==> src/rtl/lz77_decoder.sv <==
// lz77_decoder
//   Decodes LZ77 code triples (offset, match_len, char_nxt) into a stream of
//   characters. Each accepted code emits match_len characters copied from a
//   9-entry search buffer, followed by the literal char_nxt. A literal of '$'
//   (8'h24) ends the stream: the decoder parks in DONE until reset.
//
// Ports
//   clk        in   clock, rising edge
//   reset      in   asynchronous reset, active low
//   valid      in   code triple present on offset/match_len/char_nxt
//   offset     in   [3:0] copy distance, 0 = newest char, 8 = oldest, 9..15 reserved
//   match_len  in   [2:0] number of chars to copy (0..7)
//   char_nxt   in   [7:0] literal emitted after the copied chars
//   ready      out  decoder accepts a code this cycle (IDLE only)
//   char_out   out  [7:0] decoded character, registered
//   out_valid  out  char_out holds a new character this cycle, registered
//   finish     out  end marker decoded, sticky until reset
//
// State table
//   state | meaning
//   IDLE  | waiting for a code; ready=1
//   COPY  | emitting one copied char per cycle from sbuf[offset_q]
//   LIT   | emitting the latched literal char_nxt_q
//   DONE  | '$' literal emitted; outputs quiet, finish held, exit only by reset

module lz77_decoder (
  input  logic       clk,
  input  logic       reset,
  input  logic       valid,
  input  logic [3:0] offset,
  input  logic [2:0] match_len,
  input  logic [7:0] char_nxt,
  output logic       ready,
  output logic [7:0] char_out,
  output logic       out_valid,
  output logic       finish
);

  typedef enum logic [1:0] {
    IDLE = 2'd0,
    COPY = 2'd1,
    LIT  = 2'd2,
    DONE = 2'd3
  } state_t;

  localparam logic [7:0] END_CHAR   = 8'h24;
  localparam logic [7:0] EMPTY_CHAR = 8'hFF;

  state_t     state;
  state_t     state_nxt;

  logic [3:0] offset_q;
  logic [2:0] remain_q;
  logic [7:0] char_nxt_q;
  logic [7:0] sbuf [0:8];

  logic       accept;
  logic       shift_en;
  logic [7:0] shift_char;
  logic [7:0] copy_char;

  assign accept = ready && valid;

  // Reserved offsets read as an empty buffer slot.
  always_comb begin
    copy_char = EMPTY_CHAR;
    if (offset_q <= 4'd8) begin
      copy_char = sbuf[offset_q];
    end
  end

  // Every emitted character, copied or literal, becomes the newest buffer entry.
  always_comb begin
    shift_en   = 1'b0;
    shift_char = copy_char;
    if (state == COPY) begin
      shift_en   = 1'b1;
      shift_char = copy_char;
    end else if (state == LIT) begin
      shift_en   = 1'b1;
      shift_char = char_nxt_q;
    end
  end

  always_ff @(posedge clk or negedge reset) begin
    if (!reset) begin
      state <= IDLE;
    end else begin
      state <= state_nxt;
    end
  end

  always_comb begin
    state_nxt = state;
    ready     = 1'b0;
    case (state)
      IDLE: begin
        ready = 1'b1;
        if (valid) begin
          state_nxt = (match_len != 3'd0) ? COPY : LIT;
        end
      end
      COPY: begin
        // remain_q is at least 1 whenever COPY is entered.
        if (remain_q == 3'd1) begin
          state_nxt = LIT;
        end
      end
      LIT: begin
        state_nxt = (char_nxt_q == END_CHAR) ? DONE : IDLE;
      end
      DONE: begin
        state_nxt = DONE;
      end
      default: begin
        state_nxt = IDLE;
      end
    endcase
  end

  always_ff @(posedge clk or negedge reset) begin
    if (!reset) begin
      offset_q   <= 4'd0;
      remain_q   <= 3'd0;
      char_nxt_q <= 8'h00;
    end else if (accept) begin
      offset_q   <= offset;
      remain_q   <= match_len;
      char_nxt_q <= char_nxt;
    end else if (state == COPY) begin
      remain_q   <= remain_q - 3'd1;
    end
  end

  // Offset stays fixed across a match while the buffer shifts underneath it,
  // so a match longer than its distance replays the repeating pattern.
  always_ff @(posedge clk or negedge reset) begin
    if (!reset) begin
      for (int i = 0; i < 9; i++) begin
        sbuf[i] <= EMPTY_CHAR;
      end
    end else if (shift_en) begin
      for (int i = 8; i > 0; i--) begin
        sbuf[i] <= sbuf[i-1];
      end
      sbuf[0] <= shift_char;
    end
  end

  always_ff @(posedge clk or negedge reset) begin
    if (!reset) begin
      char_out  <= 8'h00;
      out_valid <= 1'b0;
      finish    <= 1'b0;
    end else begin
      out_valid <= 1'b0;
      case (state)
        COPY: begin
          char_out  <= copy_char;
          out_valid <= 1'b1;
        end
        LIT: begin
          char_out  <= char_nxt_q;
          out_valid <= 1'b1;
          // Only the literal terminates; a '$' arriving through COPY is data.
          if (char_nxt_q == END_CHAR) begin
            finish <= 1'b1;
          end
        end
        default: begin
        end
      endcase
    end
  end

endmodule

==> config.mk <==
export PLATFORM = sky130hd
export DESIGN_NAME = lz77_decoder
export DESIGN_NICKNAME = d
export VERILOG_FILES = /design/src/rtl/lz77_decoder.sv
export SDC_FILE = /design/constraint.sdc
export NUM_CORES = 1
export LEC_CHECK = 0
export ABC_AREA = 1
export CAP_MARGIN = 25
export CELL_PAD_IN_SITES_DETAIL_PLACEMENT = 0
export CELL_PAD_IN_SITES_GLOBAL_PLACEMENT = 2
export CORE_MARGIN = 10
export CORE_UTILIZATION = 33
export CTS_BUF_LIST = sky130_fd_sc_hd__clkbuf_2
export CTS_CLUSTER_DIAMETER = 50
export DETAILED_ROUTE_END_ITERATION = 10
export PLACE_DENSITY_LB_ADDON = 0.15
export RECOVER_POWER = 25
export SYNTH_ARGS = -nofsm -noshare
export SYNTH_HDL_FRONTEND = slang
export SYNTH_SLANG_ARGS = --single-unit
==> constraint.sdc <==
create_clock -name clk -period 1.6 [get_ports clk]
set_input_delay 0.24 -clock clk [delete_from_list [all_inputs] [get_ports clk]]
set_output_delay 0.24 -clock clk [all_outputs]
set_load 0.02 [all_outputs]
Word level (Yosys, flattened, before mapping):

Index checks and enable logic that the tools add are counted.

* logic and storage cells: 53
* flip-flop bits (word level): 99
* output and inout bits: 11

* add/sub/neg operators: 1
* equality and inequality tests: 7
* multiplexer cells: 18
* reduce and logical (&&, ||, !) cells: 8
* bitwise logic cells: 1
* magnitude comparators: 2

Operator list (number)
* two-way mux 8 bit: 5
* binary-select mux 8 bit (select 4 bit): 1
* one-hot mux 8 bit (2 select lines): 1
* == test 8 x 6 -> 1 bit (second input constant): 1
* two-way mux 2 bit: 4
* one-hot mux 2 bit (4 select lines): 1
* two-way mux 3 bit: 2
* >= comparator 5 bit (second input constant): 1
* NOT 4 -> 5 bit: 1
* == test 2 bit (second input constant): 2
* <= comparator 4 bit (second input constant): 1
* two-way mux 1 bit: 4
* AND reduction 2 bit: 2
* nonzero test 2 bit: 2
* == test 3 x 1 -> 1 bit (second input constant): 1
* nonzero test 3 bit: 1
* subtractor 3 x 1 -> 3 bit (second input constant): 1
* == test 2 x 1 -> 1 bit (second input constant): 1
* logical NOT 2 bit: 1
* inequality test 2 x 1 -> 1 bit (second input constant): 1
* inequality test 2 bit (second input constant): 1
* OR reduction 2 bit: 1
* logical AND 1 bit: 1

Longest topological paths before layout:

Gate-level depths: netlist (run 1).

* depth after elaboration: 7
* depth in mapped cells: 11

Least setup slack after synthesis (run 1):

Ideal clock, no wire load.

* path kind: register -> register
* start point: register state[0]
* end point: register remain_q[1]
* cell stages (with the launch flop): 8
* arrival: 1544 ps
* buffers on the path: 1
* slack: -31 ps
* cell sequence: dfrtp_1 -> inv_1 -> ha_1 -> nand2_1 -> inv_1 -> clkbuf_1 -> nand2_1 -> o211ai_1

* longest elaborated chain between the ends: 4
* elaborated cells between the ends (all ways): 6
* those cells by class: 1 x eq/ne; 2 x mux; 3 x reduce/logical

RTL lines
* from (decl): line 49 `state_t state;`
* from (signal assigned): line 89 `state <= state_nxt;`
* logical NOT 2 bit *: line 96 `case (state)`
* two-way mux 1 bit *: line 96
* net ready: line 33 `output logic ready,`
* logical AND 1 bit *: line 62 `assign accept = ready && valid;`
* two-way mux 3 bit / nonzero test 2 bit (equally long branches)
* to (signal assigned): line 128 `remain_q <= match_len;`
* to (signal assigned): line 131 `remain_q <= remain_q - 3'd1;`
* to (decl): line 53 `logic [2:0] remain_q;`

Mark *: on every way through the listed nets, which the timed path passes. The rest lies on a longest branch.
A chain may end at the register's enable or synchronous reset.

Worst setup path in the final report (run 1):

* start point: register state[1]
* end point: output port ready

* longest elaborated chain between the ends: 2

RTL lines (line)
* logical NOT 2 bit: 96
* two-way mux 1 bit: 96
* to (decl): 33

No other way between the ends.

==> summary.md, run 1 <==
| Metric | Value |
|---|---|
| Status | `finished, violations left` |
| Failing checks | `negative setup slack` |
| Fmax | `609 MHz` |
| PortBufs | `28` |
| Max H-tree Level | `3` |
| Initial Util | `0.341` |
| Syn avg cell area | `7.83 um2` |
| Full die area | `19,700 um2` |
| Via count | `4,026` |
| Number of flops mapped to enable cells by yosys | `0` |
| Final Cycle Share | `1.03` |
| Clock buffer depth | `2` |
| WL/cell | `15.5 um` |
| Initial DRT Pass Iterations | `4` |
| Tightest Pin Transition | `1.07 ns` |
| P_sw | `948 uW` |
| Hold Path Class | `in2reg` |
| Max-slew violation count | `0` |
| Worst VDD drop | `0.410 mV` |
| Fin nets | `682` |
| Fillers | `1,488` |
| Post-Syn Nets | `637` |
| Total GRT Usage | `0.134` |
| Ports | `29` |
| Largest net degree at the start of global routing | `89` |
| Share of cells above drive strength 1 | `0.239` |
| First-pass GRT wire length | `21,500 um` |
| Total power | `3860 uW` |
| Critical path peak fanout | `2` |
| RSZ-0062 raised after global routing | `true` |
| Final non-filler cell total | `842` |
| Worst Clk Skew | `0.0221 ns` |
| Proportion of power drawn by combinational gates | `0.027` |
| Final setup margin | `-0.0424 ns` |
| Number of global-route vias before repair | `4,008` |
| Max_cap viols | `0` |
| Final Wtd Congestion | `0.796` |
| Cell variety after synth | `24` |
| P_int | `2910 uW` |
| ANT nets after route | `0` |
| Yosys warnings | `0` |
| P_leak | `0.00275 uW` |
| Total CTS buffers | `9` |
| Clock power share | `0.321` |
| CP Launch Type | `flip-flop` |
| CTS tree | `built` |
| Initial DRC count | `242` |
| Seq. cell area | `2570 um2` |
| Die width | `141 um` |
| Worst-Skew Late Latency | `0.62 ns` |
| Sw Ratio | `0.246` |
| Synth Instances | `612` |
| Worst-path clk slew | `0.26 ns` |
| Worst Path Arrival | `1.40 ns` |
| Crit end category | `output pin` |
| Main synth FF type | `dfstp_2` |
| Die Height | `141 um` |
| Row cnt | `43` |
| Power Density | `684 nW/um2` |
| Endpoints failing hold | `0` |
| Synthesis-stage register bit count | `99` |
| Worst Path Required | `1.36 ns` |
| Final setup TNS | `-0.0424 ns` |
| Area occupied by multi-input gates | `2020 um2` |
| GRT overflow | `0` |
| Max transition margin | `0.287` |
| Initial antenna violation count | `0` |
| Number of vias per cell | `4.78` |
| Fin Hold WS | `0.124 ns` |
| Post-synthesis sequential area ratio | `0.536` |
| Flop pwr share | `0.652` |
| Mapped cell area | `4790 um2` |
| Min Tclk post-route | `1.64 ns` |
| Most common cell after layout, fill and taps aside | `nand2_1` |
| Core box area | `14,000 um2` |
| Most frequent cells in the layout | `nand2_1 (295), dfstp_2 (72), nand3_1 (65)` |
| Layout area overhead | `17.8%` |
| DP HPWL | `8710 um` |
| Number of inserted diodes | `0` |
| DRC | `0` |
| Ys async rst share | `1.00` |
| Final WL | `13,000 um` |
| DP Cell Count | `818` |
| Final setup violation count | `1` |
| WS Path Type | `reg2out` |
| TritonCTS Sinks | `99` |
| Clock root buffer | `clkbuf_2` |
[cell usage after synthesis (4+ instances only)]
| library cell | number | area share |
|---|---|---|
| inv_1 | 26 | 0.020 |
| dfrtp_1 | 27 | 0.14 |
| buf_4 | 4 | 0.0063 |
| a31oi_1 | 8 | 0.010 |
| ha_1 | 7 | 0.018 |
| o21ai_0 | 30 | 0.031 |
| a21oi_1 | 10 | 0.010 |
| nor2_1 | 15 | 0.012 |
| buf_2 | 8 | 0.0084 |
| nand3_1 | 73 | 0.076 |
| clkbuf_1 | 16 | 0.013 |
| dfstp_2 | 72 | 0.39 |
| nand2_1 | 297 | 0.23 |
[power by group through the flow]
stage	clock (uW)	combinational (uW)	sequential [uW]
6_report	1240	104	2520
3_5_place_dp	0	115	2550
4_1_cts	1310	120	2520
3_3_place_gp	0	115	2550
5_1_grt	1410	119	2520
2_1_floorplan	0	0.617	2550
[state kept, by name, summed over array words and instances, names as in the netlist]
signal	cells
char_nxt_q	8
char_out	8
finish	1
offset_q	4
out_valid	1
remain_q	3
sbuf	72
state	2
[logic make-up (layout without fill, tap and decap cells)]
family | count (synthesis) | in the layout | synth area share
and+or+nand+nor | 390 | 390 | 0.329
DFF | 99 | 99 | 0.536
buffers and inverters | 65 | 115 | 0.0598
AOI/OAI and AO/OA | 50 | 50 | 0.0551
adders and majority gates | 7 | 7 | 0.0183
xor gates and xnor gates | 1 | 1 | 0.00183
[worst paths after layout]
check / start / end / slack, ns / depth (start not counted)
setup / recovery: state[1] / ready / -0.04 / 3
hold / removal: char_nxt[6] / char_nxt_q[6] / 0.12 / 3
setup reg to reg: offset_q[0] / sbuf[69] / 0.07 / 8
hold reg to reg: sbuf[59] / sbuf[51] / 0.47 / 2
max in group asynchronous: reset / sbuf[63] / 0.16 / 3
min in group asynchronous: reset / sbuf[42] / 0.76 / 2
[final cells by class]
type                       instances  area share
multi-input combinational        448       0.357
inverter                          33      0.0224
timing repair buffer              66       0.105
clock inverter                     7      0.0122
sequential                        99       0.455
tap                              180      0.0399
clock buffer                       9     0.00798
[critical path: stages, from the launching register on]
cell and delay (ns):
dfrtp_1 0.46, inv_2 0.09, ha_4 0.14, buf_6 0.11
[per-layer routing]
layer | vias up | part of all wire | GRT usage
li1 | 2024 | - | -
met3 | 12 | 0.035 | 0.0362
met2 | 56 | 0.47 | 0.213
met5 | - | 0 | 0
met4 | 0 | 0.0089 | 0.0337
met1 | 1934 | 0.48 | 0.175
[per-stage QoR]
stage	util	worst slack (ns)	instance area (um2)
after floorplan	-	0.0119	4800
after global placement	0.388	0.0198	5450
after detailed placement	0.388	0.0147	5450
after CTS	0.398	-0.0815	5590
after global routing	0.402	-0.151	5650
final	0.402	-0.0424	5650
[timing repair]
action	in CTS	in global routing
hold buffers	2	0
pin swaps	1	3
gates resized for setup	48	26
hold endpoints to repair	99	0
setup buffers	4	2
setup endpoints to repair	12	22
Note: power is estimated with default switching activity, not from simulation.
==> run 2: changes to the inputs <==
- CORE_UTILIZATION: 33 -> 32
- CTS_BUF_LIST: sky130_fd_sc_hd__clkbuf_2 -> sky130_fd_sc_hd__clkbuf_16
==> run 2 against run 1 <==
Compared with the run above: the run now ends clean; sequential power barely moved; utilization fell by 0.30 points; global-route usage barely moved; total power rose by 33%; via count fell by 0.62%; clock-buffer cell count did not move; critical path type unchanged; critical endpoint is now finish; highest routed layer unchanged.
==> summary.md, run 2 (synthesis results as in run 1) <==
| Metric | Value |
|---|---|
| Final Wtd Congestion | `0.781` |
| Total power | `5140 uW` |
| Number of vias per cell | `4.79` |
| Worst Path Arrival | `1.30 ns` |
| Met3 Usage GRT | `0.0374` |
| Worst-Skew Late Latency | `0.35 ns` |
| RSZ-0062 raised after global routing | `true` |
| CP Launch Type | `flip-flop` |
| Total GRT Usage | `0.134` |
| Final Cycle Share | `0.964` |
| PortBufs | `28` |
| Crit end category | `output pin` |
| Via count | `4,001` |
| WS Path Type | `reg2out` |
| Layout area overhead | `21.5%` |
| Tightest Pin Transition | `0.861 ns` |
| Endpoints failing hold | `0` |
| Core box area | `14,600 um2` |
| Initial DRC count | `266` |
| Worst-path clk slew | `0.07 ns` |
| Sw Ratio | `0.205` |
| First-pass GRT wire length | `21,600 um` |
| Min Tclk post-route | `1.54 ns` |
| Ports | `29` |
| Max stage delay on crit path | `0.61 ns` |
| WL/cell | `15.6 um` |
| Max H-tree Level | `3` |
| Met1 usage | `0.187` |
| Max transition margin | `0.426` |
| Largest net degree at the start of global routing | `57` |
| TritonCTS Sinks | `99` |
| Postcts setup bufs | `0` |
| Die Height | `142 um` |
| Proportion of power drawn by combinational gates | `0.022` |
| Initial Util | `0.329` |
| Share of cells above drive strength 1 | `0.201` |
| Max_cap viols | `0` |
| Most common cell after layout, fill and taps aside | `nand2_1` |
| Buf+Inv Stages, Crit Path | `1` |
| P_sw | `1050 uW` |
| Top Registers | `sbuf: 72 flops, char_nxt_q: 8 flops, char_out: 8 flops` |
| Met2 usage | `0.201` |
| Crit-path cells | `clkdlybuf4s50_1` |
| Critical path peak fanout | `2` |
| Hold Path Class | `in2reg` |
| Full die area | `20,300 um2` |
| P_int | `4090 uW` |
| DP HPWL | `8720 um` |
| Max FFs per register | `72` |
| ANT nets after route | `0` |
| Power Density | `883 nW/um2` |
| Most frequent cells in the layout | `nand2_1 (297), dfstp_2 (72), nand3_1 (67)` |
| CTS tree | `built` |
| Final setup TNS | `0 ns` |
| Number of inserted diodes | `0` |
| Fmax | `648 MHz` |
| Total CTS buffers | `9` |
| Top reg by flops | `sbuf` |
| Final WL | `13,000 um` |
| Worst Path Required | `1.36 ns` |
| Max-slew violation count | `0` |
| CP top delay family | `buffers and inverters` |
| Die width | `142 um` |
| Clock root buffer | `clkbuf_16` |
| Row cnt | `44` |
| P_leak | `0.00283 uW` |
| Fin nets | `671` |
| Initial antenna violation count | `0` |
| Clock power share | `0.490` |
| Final setup violation count | `0` |
| CP max-delay cell | `clkdlybuf4s50_1` |
| Final instance area | `5820 um2` |
| Flop pwr share | `0.488` |
| GRT overflow | `0` |
| Worst Clk Skew | `0.00981 ns` |
| Number of global-route vias before repair | `3,927` |
| Status | `completed` |
| Clock buffer depth | `2` |
| DRC | `0` |
| Placed Area | `5440 um2` |
| Worst VDD drop | `0.519 mV` |
| Initial DRT Pass Iterations | `5` |
| Gr busiest metal | `met2` |
## run 2: changes by cell type in the layout (fill, tap and decap cells not counted), sizes merged
cell | previous run | this run
buf | 46 | 27
bufinv | 1 | 3
clkbuf | 11 | 10
clkdlybuf4s50 | 16 | 18
clkinv | 5 | 6
clkinvlp | 3 | 1
dlygate4sd2 | 0 | 6
dlygate4sd3 | 2 | 1
dlymetal6s2s | 0 | 2
inv | 31 | 30
## run 2: power by group through the flow
stage / Clock (uW) / Sequential (uW) / Combinational, uW
after floorplan: 0 / 2550 / 0.617
after global placement: 0 / 2550 / 115
after detailed placement: 0 / 2550 / 116
after CTS: 2610 / 2510 / 119
after global routing: 2700 / 2510 / 126
final: 2520 / 2510 / 112
## run 2: worst paths after layout
| check | from | to | slack, ns | depth (start not counted) |
|---|---|---|---|---|
| min in group asynchronous | reset | out_valid | 0.55 | 2 |
| setup reg to reg | offset_q[0] | sbuf[66] | 0.09 | 8 |
| hold reg to reg | sbuf[48] | sbuf[40] | 0.46 | 2 |
| hold / removal | char_nxt[4] | char_nxt_q[4] | 0.41 | 3 |
| setup / recovery | finish | finish | 0.06 | 1 |
| max in group asynchronous | reset | sbuf[24] | 0.35 | 3 |
## run 2: what timing repair did
| action | CTS | global route |
|---|---|---|
| hold endpoints to repair | 4 | 0 |
| endpoints found under the setup margin | 7 | 14 |
| hold buffers | 1 | 0 |
| gates resized for setup | 9 | 13 |
## run 2: metrics by stage
stage	setup WS, ns	instances	hold WS (ns)	utilization
4_1_cts	0.00694	835	0.394	0.396
3_5_place_dp	0.0419	818	0.228	0.373
3_3_place_gp	0.0442	818	0.228	0.373
5_1_grt	-0.0197	835	0.407	0.399
6_report	0.0576	835	0.409	0.399
2_1_floorplan	0.0119	612	-0.0556	-
## run 2: metal layers
| layer | part of all wire | vias to the layer above |
|---|---|---|
| met3 | 0.052 | 13 |
| met5 | 0 | - |
| met2 | 0.44 | 90 |
| li1 | - | 2002 |
| met1 | 0.49 | 1896 |
| met4 | 0.010 | 0 |
## run 2: final cells by class
type	count	area, um2
fillers	1506	8770
flip-flops and latches	99	2570
multi-input cells	448	1980
repair buffers	55	577
well taps	184	230
clock buffers	9	225
inverters	33	126
clock inverters	7	116
==> run 3: changes to the inputs <==
--- a/constraint.sdc
+++ b/constraint.sdc
@@ -3,2 +3,2 @@
 set_output_delay 0.24 -clock clk [all_outputs]
-set_load 0.02 [all_outputs]
+set_load 0.05 [all_outputs]
==> run 3 against run 2 <==
Compared with the run above: setup slack improved by 0.047 ns; combinational power is 4% lower; non-clock buffer count decreased by 1; wire length is 1.6% lower; critical endpoint is now ready; largest power group is now sequential cells.
==> summary.md, run 3 (synthesis results as in run 1) <==
| Metric | Value |
|---|---|
| PortBufs | `28` |
| Worst VDD drop | `0.457 mV` |
| Share of cells above drive strength 1 | `0.212` |
| Initial DRC count | `227` |
| Via count | `3,947` |
| Number of vias per cell | `4.73` |
| Ports | `29` |
| Core box area | `14,600 um2` |
| Die width | `142 um` |
| CP Launch Type | `flip-flop` |
| Min Tclk post-route | `1.50 ns` |
| Total CTS buffers | `9` |
| CTS tree | `built` |
| Tightest Pin Transition | `1.46 ns` |
| Max-slew violation count | `0` |
| Crit-path cells | `inv_1 > ha_4 > buf_12` |
| Worst Path Required | `1.36 ns` |
| Die Height | `142 um` |
| Worst-Skew Late Latency | `0.35 ns` |
| Clock buffer depth | `2` |
| P_leak | `0.00279 uW` |
| Buf+Inv Stages, Crit Path | `2` |
| Clock root buffer | `clkbuf_16` |
| Max FFs per register | `72` |
| Final WL | `12,800 um` |
| WL/cell | `15.3 um` |
| Total GRT Usage | `0.130` |
| RSZ-0062 raised after global routing | `true` |
| Max_cap viols | `0` |
| Full die area | `20,300 um2` |
| Initial antenna violation count | `0` |
| Final setup margin | `0.104 ns` |
| Fin nets | `670` |
| Met1 usage | `0.182` |
| Met2 usage | `0.196` |
| Largest net degree at the start of global routing | `48` |
| Status | `completed` |
| GRT overflow | `0` |
| Met3 Usage GRT | `0.0207` |
| Post-Place Worst Slack | `0.113 ns` |
| Top Registers | `sbuf: 72 flops, char_nxt_q: 8 flops, char_out: 8 flops` |
| Critical path peak fanout | `5` |
| Most common cell after layout, fill and taps aside | `nand2_1` |
| Endpoints failing hold | `0` |
| CP max-delay cell | `dfrtp_1` |
| Row cnt | `44` |
| Final setup TNS | `0 ns` |
| ANT nets after route | `0` |
| CP top delay family | `flip-flops` |
| Max stage delay on crit path | `0.40 ns` |
| Max H-tree Level | `3` |
| Worst Path Arrival | `1.26 ns` |
| Number of inserted diodes | `0` |
| WS Path Type | `reg2out` |
| Top reg by flops | `sbuf` |
| Worst Clk Skew | `0.00651 ns` |
| DP HPWL | `8540 um` |
| Most frequent cells in the layout | `nand2_1 (297), dfstp_2 (72), nand3_1 (66)` |
| Final Cycle Share | `0.935` |
| TritonCTS Sinks | `99` |
| Number of global-route vias before repair | `3,954` |
| Gr busiest metal | `met2` |
| Power Density | `825 nW/um2` |
| Hold Path Class | `in2reg` |
| Crit end category | `output pin` |
| Initial DRT Pass Iterations | `4` |
| Layout area overhead | `20.6%` |
| First-pass GRT wire length | `21,300 um` |
| Worst-path clk slew | `0.07 ns` |
| Final setup violation count | `0` |
| Final Wtd Congestion | `0.777` |
| Fmax | `669 MHz` |
| Max transition margin | `0.0236` |
| DRC | `0` |
| Initial Util | `0.329` |
[run 3: cell types whose count changed in the layout (fill, tap and decap cells not counted), moves of 2 or more]
cell,delta
buf_4,+5
bufinv_16,-2
dlymetal6s2s_1,-2
clkdlybuf4s50_1,-2
dlygate4sd2_1,-6
buf_12,+2
buf_6,+3
[run 3: where the power goes]
group / internal (uW) / switching (uW) / total, uW
Clock: 1190 / 960 / 2150
Combinational: 47.4 / 60.5 / 108
Sequential: 2510 / 0 / 2510
[run 3: worst paths after layout]
| kind | slack, ns | start | cells past startpoint | endpoint |
|---|---|---|---|---|
| max | 0.10 | state[0] | 3 | ready |
| min | 0.42 | char_nxt[4] | 3 | char_nxt_q[4] |
| max reg2reg | 0.12 | offset_q[2] | 8 | sbuf[65] |
| min reg2reg | 0.46 | sbuf[61] | 2 | sbuf[53] |
| max in group asynchronous | 0.28 | reset | 2 | sbuf[13] |
| min in group asynchronous | 0.79 | reset | 1 | sbuf[44] |
[run 3: routing by layer]
metal	wire (um)	part of all wire
met5	0	0
met4	170	0.013
met3	411	0.032
met2	5570	0.44
met1	6640	0.52
[run 3: metrics by stage]
| step | hold WS (ns) | power, uW | instance area, um2 | instances | util |
|---|---|---|---|---|---|
| after floorplan | -0.0556 | 2550 | 4810 | 612 | - |
| after global placement | 0.455 | 2670 | 5450 | 818 | 0.373 |
| after detailed placement | 0.453 | 2670 | 5450 | 818 | 0.373 |
| after CTS | 0.0856 | 4850 | 5730 | 834 | 0.393 |
| after global routing | 0.417 | 4930 | 5780 | 834 | 0.396 |
| final | 0.420 | 4770 | 5780 | 834 | 0.396 |
[run 3: area by class of cell]
cell class / count / area [um2]
clock buffer: 9 / 225
clock inverter: 7 / 60.1
fill: 1513 / 8810
inverter: 33 / 126
multi-input combinational: 448 / 1990
sequential: 99 / 2570
tap: 184 / 230
timing repair buffer: 54 / 579
[run 3: worst min-delay path: stages]
cell and delay [ns]:
clkdlybuf4s50_1 0.39, nand2_1 0.06, nand2_1 0.04
[run 3: repair_timing]
item	CTS	global route
resized for setup	0	13
buffers inserted	0	0
hold buffers	0	0
setup endpoints to repair	0	12
==> variant 1: new RTL, config.mk and constraints of run 2 <==
The 4 states of `state_t` get a Gray code encoding in 2 bits.
--- a/src/rtl/lz77_decoder.sv
+++ b/src/rtl/lz77_decoder.sv
@@ -38,8 +38,8 @@
 
   typedef enum logic [1:0] {
-    IDLE = 2'd0,
-    COPY = 2'd1,
-    LIT  = 2'd2,
-    DONE = 2'd3
+    IDLE = 2'b00,
+    COPY = 2'b01,
+    LIT  = 2'b11,
+    DONE = 2'b10
   } state_t;
 
Formal check against the unedited RTL: no difference found for any inputs over 10 cycles, from zero or initial values and one cycle with reset low; not proved beyond that.
==> variant 1 against run 2 <==
Area after synthesis is 1.9% lower. Fmax is 0.13% lower. Critical path depth stayed put. Routed wire length is 9.5% lower. First-iteration DRC count is 12% lower. Final area is 4.7% lower. Non-clock buffer count is 6 lower. Worst setup slack worse by 0.0020 ns. Final cell count is 2.0% lower. Sequential cell count stayed put. Die area is 1.6% lower.
Power is not compared: it rests on default switching activity, and its combinational part moved more than twofold at a synthesized area within 25%.
==> variant 1: results (changes against run 2) <==
INFO  metric worst_case_clock_skew = 0.00814 ns (-0.00167 ns)
INFO  metric route.final.wire_length = 11.8 mm (-9.5%)
INFO  metric placed_cells = 801 (-2.1%)
INFO  metric share_of_cell_area_taken_by_multi_input_logic_gates = 0.307 (-0.0325)
INFO  metric gp_congestion = 0.755 (-3.4%)
INFO  metric global_route.usage.met2 = 0.191 (-0.00990)
INFO  metric multi_input_area = 1710 sq um (-14%)
INFO  metric layout.non_clock_inverters = 74 (+120%)
INFO  metric gr-usage-met1 = 0.160 (-0.0272)
INFO  metric placed_cell_area = 5280 sq um (-3.0%)
INFO  metric final.signal_buffer_count = 49 (-11%)
INFO  metric yosys-top-cells-area = sky130_fd_sc_hd__dfstp_2 (40%), sky130_fd_sc_hd__nand2_1 (18%), sky130_fd_sc_hd__dfrtp_1 (14%)
INFO  metric tightestPinTransition = 0.771 ns (-0.0899 ns)
INFO  metric place_ws = 0.0942 ns (+0.0524 ns)
INFO  metric route.layer.met1.wl = 5.70 mm (-11%)
INFO  metric met2_length = 5.62 mm (-2.8%)
INFO  metric final_nets = 649 (-3.3%)
INFO  metric grt_first_pass_wirelength = 19.6 mm (-9.5%)
INFO  metric routed_via_density = 4.56 (-4.8%)
INFO  metric synth.top_cells.by_count = sky130_fd_sc_hd__nand2_1 (223), sky130_fd_sc_hd__dfstp_2 (72), sky130_fd_sc_hd__inv_1 (70), sky130_fd_sc_hd__o21ai_0 (69), sky130_fd_sc_hd__nand3_1 (51)
INFO  metric nonClkBufAreaFrac = 0.0865 (-0.0125)
INFO  metric final-seq-area = 2570 sq um (about the same)
INFO  metric detailedPlacementHpwl = 7.75 mm (-11%)
INFO  metric complex_gate_fraction_of_the_synthesized_area = 0.0833 (+0.0282)
INFO  metric synth.yosys.seq_area_share = 0.546 (+0.0104)
INFO  metric final_cell_count_no_fill = 818 (-2.0%)
INFO  metric syn-mean-instance-area = 7.84 sq um (about the same)
INFO  metric detailedRoute.firstIterationViolations = 235 (-12%)
INFO  metric run_status = complete, no violations
INFO  metric grtUsageTotal = 0.122 (-0.0122)
INFO  metric multi_input_gates = 396 (-12%)
INFO  metric detailedRoute.firstPassIterationCount = 8 (+3)
INFO  metric grt_start_max_net_pins = 122 (+110%)
INFO  metric n_fill_cell = 1561 (+3.7%)
-- variant 1: cell count changes after synthesis, moves of 6 or more --
cell / before / now
sky130_fd_sc_hd__a31oi_1: 8 / 0
sky130_fd_sc_hd__inv_1: 26 / 70
sky130_fd_sc_hd__nand2_1: 297 / 223
sky130_fd_sc_hd__a21oi_1: 10 / 4
sky130_fd_sc_hd__nand3_1: 73 / 51
sky130_fd_sc_hd__buf_2: 8 / 16
sky130_fd_sc_hd__o21ai_0: 30 / 69
sky130_fd_sc_hd__nor2_1: 15 / 36
-- variant 1: worst paths after layout --
check                            startpoint             to  slack (ns)
worst max-delay path                 finish         finish        0.06
worst min register to register     sbuf[47]       sbuf[47]        0.47
worst max register to register  offset_q[0]    char_out[4]        0.17
max in group asynchronous             reset       sbuf[31]        0.25
worst min-delay path            char_nxt[7]  char_nxt_q[7]        0.43
min in group asynchronous             reset      out_valid        0.51
-- variant 1: power by group --
part / internal, uW / switching [uW]
clock: 1200 / 974
sequential: 4120 / 645
combinational: 1790 / 3220
total: 7110 / 4840
==> variant 2: new RTL, flow settings as in run 2 <==
Without the edit above. Reset style: synchronous (`reset`), changed in 4 clocked blocks. Comments in the files are not updated.
--- a/src/rtl/lz77_decoder.sv
+++ b/src/rtl/lz77_decoder.sv
@@ -83,5 +83,5 @@
   end
 
-  always_ff @(posedge clk or negedge reset) begin
+  always_ff @(posedge clk) begin
     if (!reset) begin
       state <= IDLE;
@@ -119,5 +119,5 @@
   end
 
-  always_ff @(posedge clk or negedge reset) begin
+  always_ff @(posedge clk) begin
     if (!reset) begin
       offset_q   <= 4'd0;
@@ -135,5 +135,5 @@
   // Offset stays fixed across a match while the buffer shifts underneath it,
   // so a match longer than its distance replays the repeating pattern.
-  always_ff @(posedge clk or negedge reset) begin
+  always_ff @(posedge clk) begin
     if (!reset) begin
       for (int i = 0; i < 9; i++) begin
@@ -148,5 +148,5 @@
   end
 
-  always_ff @(posedge clk or negedge reset) begin
+  always_ff @(posedge clk) begin
     if (!reset) begin
       char_out  <= 8'h00;
Behaviour: differs if reset is asserted again (counterexample within 4 cycles, from zero or initial values and one cycle with reset low); with reset held inactive, the same outputs for 10 cycles.
==> variant 2 against run 2 <==
Critical path depth grew 5. Area after synthesis shrank 1.4%. Non-clock buffer count grew 11. Routed wire length shrank 9.5%. Sequential cell count grew 4. Core utilization grew 1.4 points. Critical endpoint is now sbuf[3][1]. Via count shrank 8.6%. Final area grew 2.6%. Sequential share of layout area grew 2.6 points. Worst setup slack lost 0.00058 ns.
Power is not compared: it rests on default switching activity, and its combinational part moved more than twofold at a synthesized area within 25%.
==> variant 2: results (changes against run 2) <==
INFO  metric run_status = complete, no violations
INFO  metric grt_start_max_net_pins = 40 (-30%)
INFO  metric worst_case_clock_skew = 0.00806 ns (-0.00175 ns)
INFO  metric syn-num-nets = 565 (-11%)
INFO  metric grtUsageMet3 = 0.0274 (-0.0100)
INFO  metric grtUsageTotal = 0.120 (-0.0139)
INFO  metric yosys-top-cells-area = sky130_fd_sc_hd__edfxtp_1 (46%), sky130_fd_sc_hd__nand2_1 (13%), sky130_fd_sc_hd__dfxtp_1 (13%)
INFO  metric hold-worst-slack = 0.453 ns (+0.0442 ns)
INFO  metric vias_in_the_first_global_route = 3593 (-8.5%)
INFO  metric final_nets = 619 (-7.7%)
INFO  metric gp_congestion = 0.757 (-3.0%)
INFO  metric worst_r2r_endpoint = sbuf[3][1]
INFO  metric route.vias.total = 3656 (-8.6%)
INFO  metric placed_cells = 763 (-6.7%)
INFO  metric syn-mean-instance-area = 8.76 sq um (+12%)
INFO  metric tightestPinTransition = 0.397 ns (-0.464 ns)
INFO  metric hold_path_depth = 2 (-1)
INFO  metric synth.top_cells.by_count = sky130_fd_sc_hd__nand2_1 (167), sky130_fd_sc_hd__inv_1 (82), sky130_fd_sc_hd__nand3_1 (73), sky130_fd_sc_hd__edfxtp_1 (72), sky130_fd_sc_hd__dfxtp_1 (31)
INFO  metric holdCritStartpoint = char_out[0]
INFO  metric reg_to_reg_start = state[1]
INFO  metric synth.yosys.seq_area_share = 0.589 (+0.0529)
INFO  metric timing.hold.worst.class = reg -> reg
INFO  metric place_ws = -0.117 ns (-0.159 ns)
INFO  metric critical-path-slowest-cell = sky130_fd_sc_hd__dfxtp_4
INFO  metric synth_async_sr_flop_share = 0 (-1.00)
-- variant 2: worst max-delay path, delay by kind of cell (launching register included) --
kind                     cells  cell delay, ns
AND/OR/NAND/NOR              1            0.14
buffers and inverters        4            0.51
adder cells (fa/ha/maj)      1            0.26
flip-flops                   1            0.38
-- variant 2: cell type report --
cell class / count / area, sq um
fillers: 1483 / 8500
flip-flops and latches: 103 / 2790
multi-input cells: 328 / 1570
repair buffers: 66 / 732
inverters: 86 / 338
well taps: 184 / 230
clock buffers: 9 / 225
clock inverters: 7 / 87.6
-- variant 2: cell families (layout without fill, tap and decap cells) --
group                      Yosys count  after routing  share of synthesized area
adders and majority gates            7              7                     0.0185
DFF                                103            103                      0.589
AOI/OAI and AO/OA                   55             55                     0.0638
buffers and inverters              109            168                     0.0926
xor gates and xnor gates             1              1                    0.00185
and+or+nand+nor                    265            265                      0.235
-- variant 2: repair_timing --
action / in CTS / in global routing
endpoints found under the setup margin: 9 / 99
buffers inserted: 0 / 2
pin swaps: 0 / 2
cloned: 0 / 3
hold buffers: 0 / 0
gates resized for setup: 6 / 19
-- variant 2: worst max path at each step --
stage | startpoint | endpoint | slack, ns | depth (start not counted)
final | state[1] | sbuf[3][1] | 0.06 | 6
after global routing | register | sbuf[0][0] | -0.003 | 8
after CTS | char_out[4] | char_out[4] | 0.002 | 1
after detailed placement | reset | sbuf[5][6] | -0.12 | 5
after global placement | reset | sbuf[3][6] | -0.12 | 5
after floorplan | state[0] | sbuf[0][0] | -0.68 | 4
-- variant 2: power by group through the flow --
stage	clock network [uW]	logic (uW)	registers (uW)
after global placement	0	3540	3580
final	2350	3750	3540
after detailed placement	0	3560	3580
after global routing	2520	4200	3580
after CTS	2430	3570	3520
after floorplan	0	2010	3620
